===== src/rtl/alu_muldiv_pkg.sv =====
// Shared opcode, state and width definitions for the
// execute-stage ALU / iterative mul-div unit.
package alu_pkg;

  localparam int XLEN_DEF = 32;

  typedef enum logic [2:0] {
    ALU_ADD,
    ALU_SLL,
    ALU_SLT,
    ALU_SLTU,
    ALU_XOR,
    ALU_SR,
    ALU_OR,
    ALU_AND
  } alu_op_e;

  typedef enum logic [2:0] {
    M_MUL,
    M_MULH,
    M_MULHSU,
    M_MULHU,
    M_DIV,
    M_DIVU,
    M_REM,
    M_REMU
  } m_op_e;

  typedef enum logic [1:0] {
    ST_IDLE,
    ST_CALC,
    ST_DONE
  } state_e;

endpackage


===== src/rtl/alu_muldiv_iter.sv =====
// Iterative RV32M engine: shift-add multiply and restoring
// divide, one bit per cycle, then a combinational sign fix-up.
module muldiv_iter
  import alu_pkg::*;
#(
  parameter int XLEN = XLEN_DEF,
  parameter int CW   = $clog2(XLEN)
) (
  input  logic            clk,
  input  logic            reset,
  input  logic            kill,
  input  logic            start,
  input  logic [2:0]      op,
  input  logic [XLEN-1:0] a,
  input  logic [XLEN-1:0] b,
  output logic            done,
  output logic [XLEN-1:0] res
);

  localparam logic [1:0] E_IDLE = 2'd0;
  localparam logic [1:0] E_RUN  = 2'd1;
  localparam logic [1:0] E_FIX  = 2'd2;

  logic [1:0]        phase;
  logic [CW-1:0]     cnt;
  logic [2*XLEN-1:0] acc;
  logic [XLEN-1:0]   mag_b;
  logic [2:0]        fn;
  logic              neg_q;
  logic              neg_r;

  logic              a_sgn, b_sgn, sa, sb;
  logic [XLEN-1:0]   abs_a, abs_b, addend;
  logic [XLEN:0]     sum, trial;
  logic [2*XLEN-1:0] mul_nxt, div_nxt, prod;
  logic [XLEN-1:0]   quo, rem;

  always_comb begin
    a_sgn = op[2] ? ~op[0] : (op[1:0] != 2'b11);
    b_sgn = op[2] ? ~op[0] : ~op[1];
    sa    = a_sgn & a[XLEN-1];
    sb    = b_sgn & b[XLEN-1];
    abs_a = sa ? (~a + 1'b1) : a;
    abs_b = sb ? (~b + 1'b1) : b;
  end

  // Multiplier sits in the low half and drains out as the product
  // shifts in; divide shifts the dividend up into the remainder half.
  always_comb begin
    addend  = acc[0] ? mag_b : '0;
    sum     = {1'b0, acc[2*XLEN-1:XLEN]} + {1'b0, addend};
    mul_nxt = {sum, acc[XLEN-1:1]};
    trial   = acc[2*XLEN-1:XLEN-1] - {1'b0, mag_b};
    div_nxt = trial[XLEN] ? {acc[2*XLEN-2:0], 1'b0}
                          : {trial[XLEN-1:0], acc[XLEN-2:0], 1'b1};
  end

  always_comb begin
    prod = neg_q ? (~acc + 1'b1) : acc;
    quo  = acc[XLEN-1:0];
    rem  = acc[2*XLEN-1:XLEN];
    if (fn[2]) begin
      if (fn[1]) res = neg_r ? (~rem + 1'b1) : rem;
      else       res = neg_q ? (~quo + 1'b1) : quo;
    end else begin
      if (fn[1:0] == 2'b00) res = prod[XLEN-1:0];
      else                  res = prod[2*XLEN-1:XLEN];
    end
  end

  assign done = (phase == E_FIX);

  always_ff @(posedge clk or negedge reset) begin
    if (!reset) begin
      phase <= E_IDLE;
      cnt   <= '0;
      acc   <= '0;
      mag_b <= '0;
      fn    <= '0;
      neg_q <= 1'b0;
      neg_r <= 1'b0;
    end else if (kill) begin
      phase <= E_IDLE;
      cnt   <= '0;
    end else if (start) begin
      phase <= E_RUN;
      cnt   <= '0;
      acc   <= {{XLEN{1'b0}}, abs_a};
      mag_b <= abs_b;
      fn    <= op;
      neg_q <= sa ^ sb;
      neg_r <= sa;
    end else begin
      case (phase)
        E_RUN: begin
          acc <= fn[2] ? div_nxt : mul_nxt;
          cnt <= cnt + CW'(1);
          if (cnt == CW'(XLEN - 1)) phase <= E_FIX;
        end
        E_FIX:   phase <= E_IDLE;
        default: phase <= E_IDLE;
      endcase
    end
  end

endmodule


===== src/rtl/alu_muldiv.sv =====
// Execute-stage unit: single-cycle integer ALU plus iterative
// multiply/divide behind a valid/ready handshake.
module alu_muldiv
  import alu_pkg::*;
#(
  parameter int XLEN = XLEN_DEF,
  parameter int SHW  = $clog2(XLEN)
) (
  input  logic            clk,
  input  logic            reset,
  input  logic            flush,
  input  logic            in_valid,
  output logic            in_ready,
  input  logic [XLEN-1:0] op_a,
  input  logic [XLEN-1:0] op_b,
  input  logic [2:0]      alu_op,
  input  logic            invert,
  input  logic            m_op,
  output logic            out_valid,
  input  logic            out_ready,
  output logic [XLEN-1:0] result,
  output logic            zero,
  output logic            less_than,
  output logic            busy
);

  localparam logic [1:0] IDLE = 2'd0;
  localparam logic [1:0] CALC = 2'd1;
  localparam logic [1:0] DONE = 2'd2;

  logic [1:0]      state;
  logic            accept, start, special;
  logic            b_zero, ovf, cmp_s, lt_op, alu_lt;
  logic            iter_done;
  logic [XLEN-1:0] alu_res, sp_res, iter_res;
  logic [XLEN-1:0] b_eff, sum;
  logic [XLEN:0]   cmp_diff;
  logic [SHW-1:0]  shamt;

  assign in_ready  = reset & ((state == IDLE) |
                     ((state == DONE) & out_ready));
  assign accept    = in_valid & in_ready & ~flush;
  assign out_valid = (state == DONE);
  assign busy      = (state == CALC);

  always_comb begin
    b_eff    = invert ? ~op_b : op_b;
    sum      = op_a + b_eff + {{(XLEN-1){1'b0}}, invert};
    shamt    = op_b[SHW-1:0];
    cmp_s    = (alu_op == ALU_SLT);
    lt_op    = (alu_op == ALU_SLT) | (alu_op == ALU_SLTU);
    cmp_diff = {cmp_s & op_a[XLEN-1], op_a} -
               {cmp_s & op_b[XLEN-1], op_b};
    alu_lt   = cmp_diff[XLEN];
    alu_res  = '0;
    unique case (alu_op_e'(alu_op))
      ALU_ADD:  alu_res = sum;
      ALU_SLL:  alu_res = op_a << shamt;
      ALU_SLT:  alu_res = {{(XLEN-1){1'b0}}, alu_lt};
      ALU_SLTU: alu_res = {{(XLEN-1){1'b0}}, alu_lt};
      ALU_XOR:  alu_res = op_a ^ op_b;
      ALU_SR: begin
        if (invert) alu_res = $signed(op_a) >>> shamt;
        else        alu_res = op_a >> shamt;
      end
      ALU_OR:   alu_res = op_a | op_b;
      ALU_AND:  alu_res = op_a & op_b;
      default:  alu_res = '0;
    endcase
  end

  // Divide corner cases resolve at accept and never enter CALC.
  always_comb begin
    b_zero  = (op_b == '0);
    ovf     = ~alu_op[0] & (&op_b) &
              (op_a == {1'b1, {(XLEN-1){1'b0}}});
    special = m_op & alu_op[2] & (b_zero | ovf);
    sp_res  = '0;
    unique case (1'b1)
      b_zero:  sp_res = alu_op[1] ? op_a : '1;
      ovf:     sp_res = alu_op[1] ? '0 : op_a;
      default: sp_res = '0;
    endcase
  end

  assign start = accept & m_op & ~special;

  muldiv_iter #(.XLEN(XLEN)) u_iter (
    .clk   (clk),
    .reset (reset),
    .kill  (flush),
    .start (start),
    .op    (alu_op),
    .a     (op_a),
    .b     (op_b),
    .done  (iter_done),
    .res   (iter_res)
  );

  always_ff @(posedge clk or negedge reset) begin
    if (!reset) begin
      state     <= IDLE;
      result    <= '0;
      zero      <= 1'b0;
      less_than <= 1'b0;
    end else if (flush) begin
      state <= IDLE;
    end else if (accept) begin
      if (!m_op) begin
        state     <= DONE;
        result    <= alu_res;
        zero      <= (alu_res == '0);
        less_than <= lt_op & alu_lt;
      end else if (special) begin
        state     <= DONE;
        result    <= sp_res;
        zero      <= (sp_res == '0);
        less_than <= 1'b0;
      end else begin
        state <= CALC;
      end
    end else if ((state == CALC) && iter_done) begin
      state     <= DONE;
      result    <= iter_res;
      zero      <= (iter_res == '0);
      less_than <= 1'b0;
    end else if ((state == DONE) && out_ready) begin
      state <= IDLE;
    end
  end

endmodule

===== config.mk =====
export PLATFORM = sky130hd
export DESIGN_NAME = alu_muldiv
export DESIGN_NICKNAME = d
export VERILOG_FILES = /design/src/rtl/alu_muldiv_pkg.sv /design/src/rtl/alu_muldiv_iter.sv /design/src/rtl/alu_muldiv.sv
export SDC_FILE = /design/constraint.sdc
export NUM_CORES = 1
export LEC_CHECK = 0
export CORE_MARGIN = 2
export CORE_UTILIZATION = 40
export CTS_BUF_LIST = sky130_fd_sc_hd__clkbuf_8 sky130_fd_sc_hd__clkbuf_16
export CTS_CLUSTER_DIAMETER = 40
export DETAILED_ROUTE_END_ITERATION = 7
export GPL_ROUTABILITY_DRIVEN = 0
export SYNTH_ARGS = -nofsm -noshare
export SYNTH_HDL_FRONTEND = slang
export SYNTH_HIERARCHICAL = 1
export SYNTH_SLANG_ARGS = --single-unit

===== constraint.sdc =====
create_clock -name clk -period 7.5 [get_ports clk]
set_input_delay 2.25 -clock clk [delete_from_list [all_inputs] [get_ports clk]]
set_output_delay 2.25 -clock clk [all_outputs]
set_load 0.01 [all_outputs]

==> run summary, run 1 <==
IO Port Bufs: 110
Final Setup Violations: 0
number of synthesized flops with an enable pin: 0
CTS tree: built
Core Region: 0.06148 mm^2
Slew HR: 0.2613
Power Dens Cells: 274.6 mW/mm^2
final instance area: 0.02732 mm^2
Total Wirelength: 105800 um
FF/Latch Area: 0.003606 mm^2
syn_area_per_cell: 7.339 um^2
Leak Pwr: 11.44 nW
Synth area leaders: dfrtp_1, ha_1, o21ai_0
Synth Instances: 3378
Die Y: 252.9 um
H-Tree Level Count: 4
Final nets: 3626
clk buf depth: 2
worst reg-to-reg setup slack: 1.72 ns
Worst VDD drop: 0.2407 mV
critical path arrival: 7.16 ns
clock root buffer: clkbuf_16
Hold Vio Cnt, Final: 0
ys async rst share: 1.000
drt first pass iters: 7
die area: 0.06398 mm^2
post-synth top area share: 0.1454
Fillers: 6292
Layout area overhead: 10.20%
Reg2Reg Launch Point: u_iter/acc[32]
placed inst area: 0.02669 mm^2
RR Endpoint: zero
Worst Path Required: 7.87 ns
n_diodes: 0
Initial Utilization: 0.4032
Fin Clk Skew: 0.01255 ns
Crit Path Class: in -> reg
via count: 27210
Detailed Place HPWL: 81730 um
initial antenna violation count: 0
Critical Path Fanout Max: 26
1st-iter DRT viols: 4305
chip width: 252.9 um
DR WL/cell: 25.45 um
DRC violations left: 0
Mapped Area: 0.02479 mm^2
Resized cells post-CTS: 0
Vias/cell: 6.548
Hold Crit Class: reg -> reg
critical-path cell list: clkdlybuf4s50_1, buf_4, inv_1, ha_1, nor4_1, nand4_1, nor4b_1, o21ai_0, o2111ai_1, o211ai_1, nor3_1, nand4_1, nor4_1, nand4_1, o31ai_2
share of cells above drive strength 1: 0.08856
syn_nets: 3652
Worst setup EP type: flip-flop
Top Ports: 111
most common library cells after synthesis: nand2_1, o21ai_0, nor2_1
r2r worst-path depth: 20
register bit total from synthesis: 144
register area share after synthesis: 0.1454
min cycle time layout: 6.792 ns
CTS Buf Count: 17
largest net degree at the start of global routing: 75
cell row count: 91
clock sink count: 144
first-pass GRT wire length: 159000 um
Post-CTS Setup Bufs: 0
number of distinct library cells after synthesis: 94
Clock transition at path regs: 0.07 ns
Setup TNS Final: 0 ns
YS warnings: 6
maxcap violations: 0
Tot GR Track Use: 0.3247
max incr delay on CP: 0.77 ns
Worst-Margin Slew: 1.106 ns
leading register cell type out of synthesis: dfrtp_1
Slowest-stage cell, CP: clkdlybuf4s50_1
gr ovfl total: 0
RSZ-0062 raised after global routing: no
final worst path period share: 0.9056
vias in the first global route: 24890
multi-input logic area: 0.01960 mm^2
Final Power: 7.502 mW
most numerous cell in the Yosys netlist: nand2_1
Critical Path Start Type: primary input
crit path from: op_a[31]
clock latency on the worst-skew pair: 0.45 ns
Post-DRT Antenna Nets: 0
hold buffer count at CTS: 0
fmax: 0.1472 GHz
Critical path destination: zero
most frequent CP cell: nand4_1
Worst Hold Slack: 0.4749 ns
post-synth top area cell: dfrtp_1
outcome: finished clean
pins over their slew limit: 0
flip-flops by register name, summed over array words and instances (netlist names):
register,flops
u_iter/acc,64
result,32
u_iter/mag_b,32
u_iter/cnt,5
u_iter/fn,3
state,2
u_iter/phase,2
less_than,1
u_iter/neg_q,1
u_iter/neg_r,1
zero,1
through the flow:
| stage | std cells | util | setup WS [ns] |
|---|---|---|---|
| final | 4155 | 0.4443 | 0.7079 |
| after global placement | 4123 | 0.4341 | 0.4899 |
| after floorplan | 3378 | - | 1.090 |
| after detailed placement | 4123 | 0.4341 | 0.5054 |
| after global routing | 4155 | 0.4443 | 0.4427 |
| after CTS | 4155 | 0.4443 | 0.9481 |
logic make-up after synthesis:
logic type | count (synthesis) | share of synthesized area
compound gates | 1108 | 0.2871
fa+ha+maj | 200 | 0.1019
buf+inv | 414 | 0.06617
simple gates | 1068 | 0.2041
xor+xnor | 242 | 0.08550
flops | 144 | 0.1454
mux | 202 | 0.1099
power breakdown:
group          internal (mW)  total (mW)  leakage, nW  switching [mW]
logic                   1.99        5.06         9.26            3.07
registers               1.02        1.52         1.88           0.501
clock network          0.547       0.923        0.298           0.376
placed cells by master (no fill, tap or decap), drive strengths merged, types with 50 or more instances in the layout:
cell / n
nand2: 353
o21ai: 342
nor2: 269
a21oi: 247
ha: 197
inv: 152
xor2: 144
dfrtp: 144
buf: 120
mux2i: 106
clkdlybuf4s50: 100
xnor2: 98
nor3: 85
nand3: 64
o211ai: 59
a211oi: 51
mux4: 51
nor4: 50
layout make-up:
cell class | count | share of cell area
clock buffers | 19 | 0.01658
clock inverters | 13 | 0.006367
inverters | 149 | 0.02047
multi-input cells | 2820 | 0.7174
flip-flops and latches | 144 | 0.1320
well taps | 790 | 0.03618
repair buffers | 220 | 0.07104
worst min-delay path by stage:
stage / start / cells after the start / slack, ns / endpoint
after floorplan: u_iter/mag_b[10] / 2 / 0.45 / u_iter/mag_b[10]
after global placement: result[3] / 2 / 0.46 / result[3]
after detailed placement: result[27] / 2 / 0.47 / result[27]
after CTS: result[27] / 2 / 0.48 / result[27]
after global routing: u_iter/mag_b[30] / 2 / 0.51 / u_iter/mag_b[30]
final: result[3] / 2 / 0.47 / result[3]
metal layers:
metal,routed length [um],part of all wire,vias up,global-route usage
li1,-,-,12410,-
met2,46020,0.44,1584,0.5027
met5,0,0,-,0
met1,43530,0.41,12880,0.4383
met3,10060,0.095,340,0.04955
met4,6150,0.058,0,0.1633
worst max-delay path, delay by kind of cell:
family	cells	cell delay (ns)
buf+inv	3	1.35
compound gates	4	0.99
fa+ha+maj	1	0.34
simple gates	7	2.23
Note: power is estimated with default switching activity, not from simulation.
==> run 2: changes to the inputs <==
--- a/config.mk
+++ b/config.mk
@@ -11,6 +11,7 @@
 export CTS_CLUSTER_DIAMETER = 40
 export DETAILED_ROUTE_END_ITERATION = 7
 export GPL_ROUTABILITY_DRIVEN = 0
+export SKIP_CTS_REPAIR_TIMING = 1
 export SYNTH_ARGS = -nofsm -noshare
 export SYNTH_HDL_FRONTEND = slang
 export SYNTH_HIERARCHICAL = 1
==> constraint.sdc (replaced) <==
create_clock -name clk -period 6 [get_ports clk]
set_input_delay 1.8 -clock clk [delete_from_list [all_inputs] [get_ports clk]]
set_output_delay 1.8 -clock clk [all_outputs]
set_load 0.01 [all_outputs]
==> run 2 against run 1 <==
  * The flow now finishes with violations (design-rule violations)
  * Final cell count up 2.7%
  * Routed wire length grew 1.0%
  * Core utilization up 1.6 points
  * Combinational power rose by 32%
  * Largest cell class unchanged
==> run summary, run 2 (same netlist as run 1, synthesis figures left out) <==
H-Tree Level Count: 4
final non-filler cell total: 4269
IO Port Bufs: 110
failing checks: design-rule violations
1st-iter DRT viols: 3895
via count: 27600
Worst Hold Slack: 0.4771 ns
clk buf depth: 2
first-pass GRT wire length: 160600 um
Core Region: 0.06148 mm^2
max incr delay on CP: 0.80 ns
Final Power: 9.539 mW
maxcap violations: 0
top layer in use: met5
Hold Crit Class: reg -> reg
clock sink count: 144
critical path arrival: 6.20 ns
fmax: 0.1717 GHz
placed inst area: 0.02770 mm^2
post-placement cell count: 4237
most frequent CP cell: nand4_1
clock root buffer: clkbuf_16
Post-DRT Antenna Nets: 0
Worst Path Required: 6.37 ns
Leak Pwr: 12.05 nW
Vias/cell: 6.465
Worst-Margin Slew: 1.160 ns
multi-input logic area: 0.01959 mm^2
Final nets: 3740
FF/Latch Area: 0.003606 mm^2
most frequent cells in the layout: nand2_1, o21ai_0, nor2_1
pins over their slew limit: 0
Power Dens Cells: 337.1 mW/mm^2
clock latency on the worst-skew pair: 0.46 ns
Critical Path Start Type: primary input
gr ovfl total: 0
number of flip-flops in the largest register: 64
initial antenna violation count: 1
share of cells above drive strength 1: 0.1176
Fin Clk Skew: 0.01136 ns
DRC violations left: 22
Crit Path Class: in -> reg
Total Wirelength: 106800 um
commonest non-fill, non-tap cell in the layout: nand2_1
CTS tree: built
largest net degree at the start of global routing: 65
Tot GR Track Use: 0.3280
Place WS: 0.03625 ns
Critical Path Fanout Max: 9
outcome: complete, but fails checks
n_diodes: 0
final worst slack: 0.1747 ns
final instance area: 0.02830 mm^2
Detailed Place HPWL: 84050 um
Layout area overhead: 14.14%
drt first pass iters: 8
delay-heaviest family, CP: simple AND/OR/NAND/NOR gates
Initial Utilization: 0.4032
chip width: 252.9 um
Slew HR: 0.2193
RSZ-0062 raised after global routing: no
Top Ports: 111
final worst path period share: 0.9709
Clock transition at path regs: 0.07 ns
critical-path cell list: clkdlybuf4s50_1, mux4_2, mux2i_1, o21ai_1, o31ai_1, o211ai_1, or4_1, nor4_2, nand4_1, nor4_1, nand4_1, o31ai_2
Reg with most FFs: u_iter/acc
CTS Buf Count: 17
die area: 0.06398 mm^2
met1 wire length: 43460 um
Worst setup EP type: flip-flop
vias in the first global route: 25720
wire length on met2: 46610 um
Die Y: 252.9 um
DR WL/cell: 25.02 um
Slowest-stage cell, CP: clkdlybuf4s50_1
Worst VDD drop: 0.2854 mV
final core occ: 0.4602
Setup TNS Final: 0 ns
WL met3: 10070 um
Hold Vio Cnt, Final: 0
min cycle time layout: 5.825 ns
Final Setup Violations: 0
worst path bufs/invs: 1
cell row count: 91
largest registers: u_iter/acc (64), result (32), u_iter/mag_b (32)
Fillers: 6247
## run 2: final timing paths
check	from	to	slack, ns	cells past startpoint
max in group asynchronous	reset	u_iter/fn[2]	3.50	2
min reg2reg	result[2]	result[2]	0.48	2
max reg2reg	u_iter/acc[32]	zero	0.48	20
min	result[2]	result[2]	0.48	2
min in group asynchronous	reset	u_iter/mag_b[10]	1.25	1
max	op_a[10]	zero	0.17	12
## run 2: where the power goes
part           total [mW]  switching [mW]  internal, mW
logic                6.70            4.08          2.62
clock network        1.09           0.461         0.633
registers            1.75           0.469          1.28
## run 2: worst register-to-register path, stage by stage, from the launching register on
cell	delay, ns
dfrtp_1	0.38
inv_1	0.13
ha_1	0.21
or3b_1	0.44
nand4b_1	0.39
or3_1	0.45
nand2b_1	0.29
or4_1	0.48
o21ai_1	0.17
xor2_1	0.19
nor2b_1	0.21
a222oi_1	0.15
nor4_1	0.29
nand4_1	0.17
nor2_1	0.28
o21ai_0	0.15
nor4_2	0.26
nand4_1	0.13
nor4_1	0.32
nand4_1	0.15
o31ai_2	0.20
## run 2: layout make-up
class | count | share of cell area
inverter | 149 | 0.01977
clock buffer | 19 | 0.01601
tap | 790 | 0.03493
multi-input combinational | 2820 | 0.6923
clock inverter | 13 | 0.004952
sequential | 144 | 0.1274
timing repair buffer | 334 | 0.1046
## run 2: layer usage
layer  vias to the layer above  global-route usage
li1                      12640                   -
met1                     13010              0.4299
met2                      1603              0.5102
met3                       350             0.05777
met4                         2              0.1814
met5                         -                   0
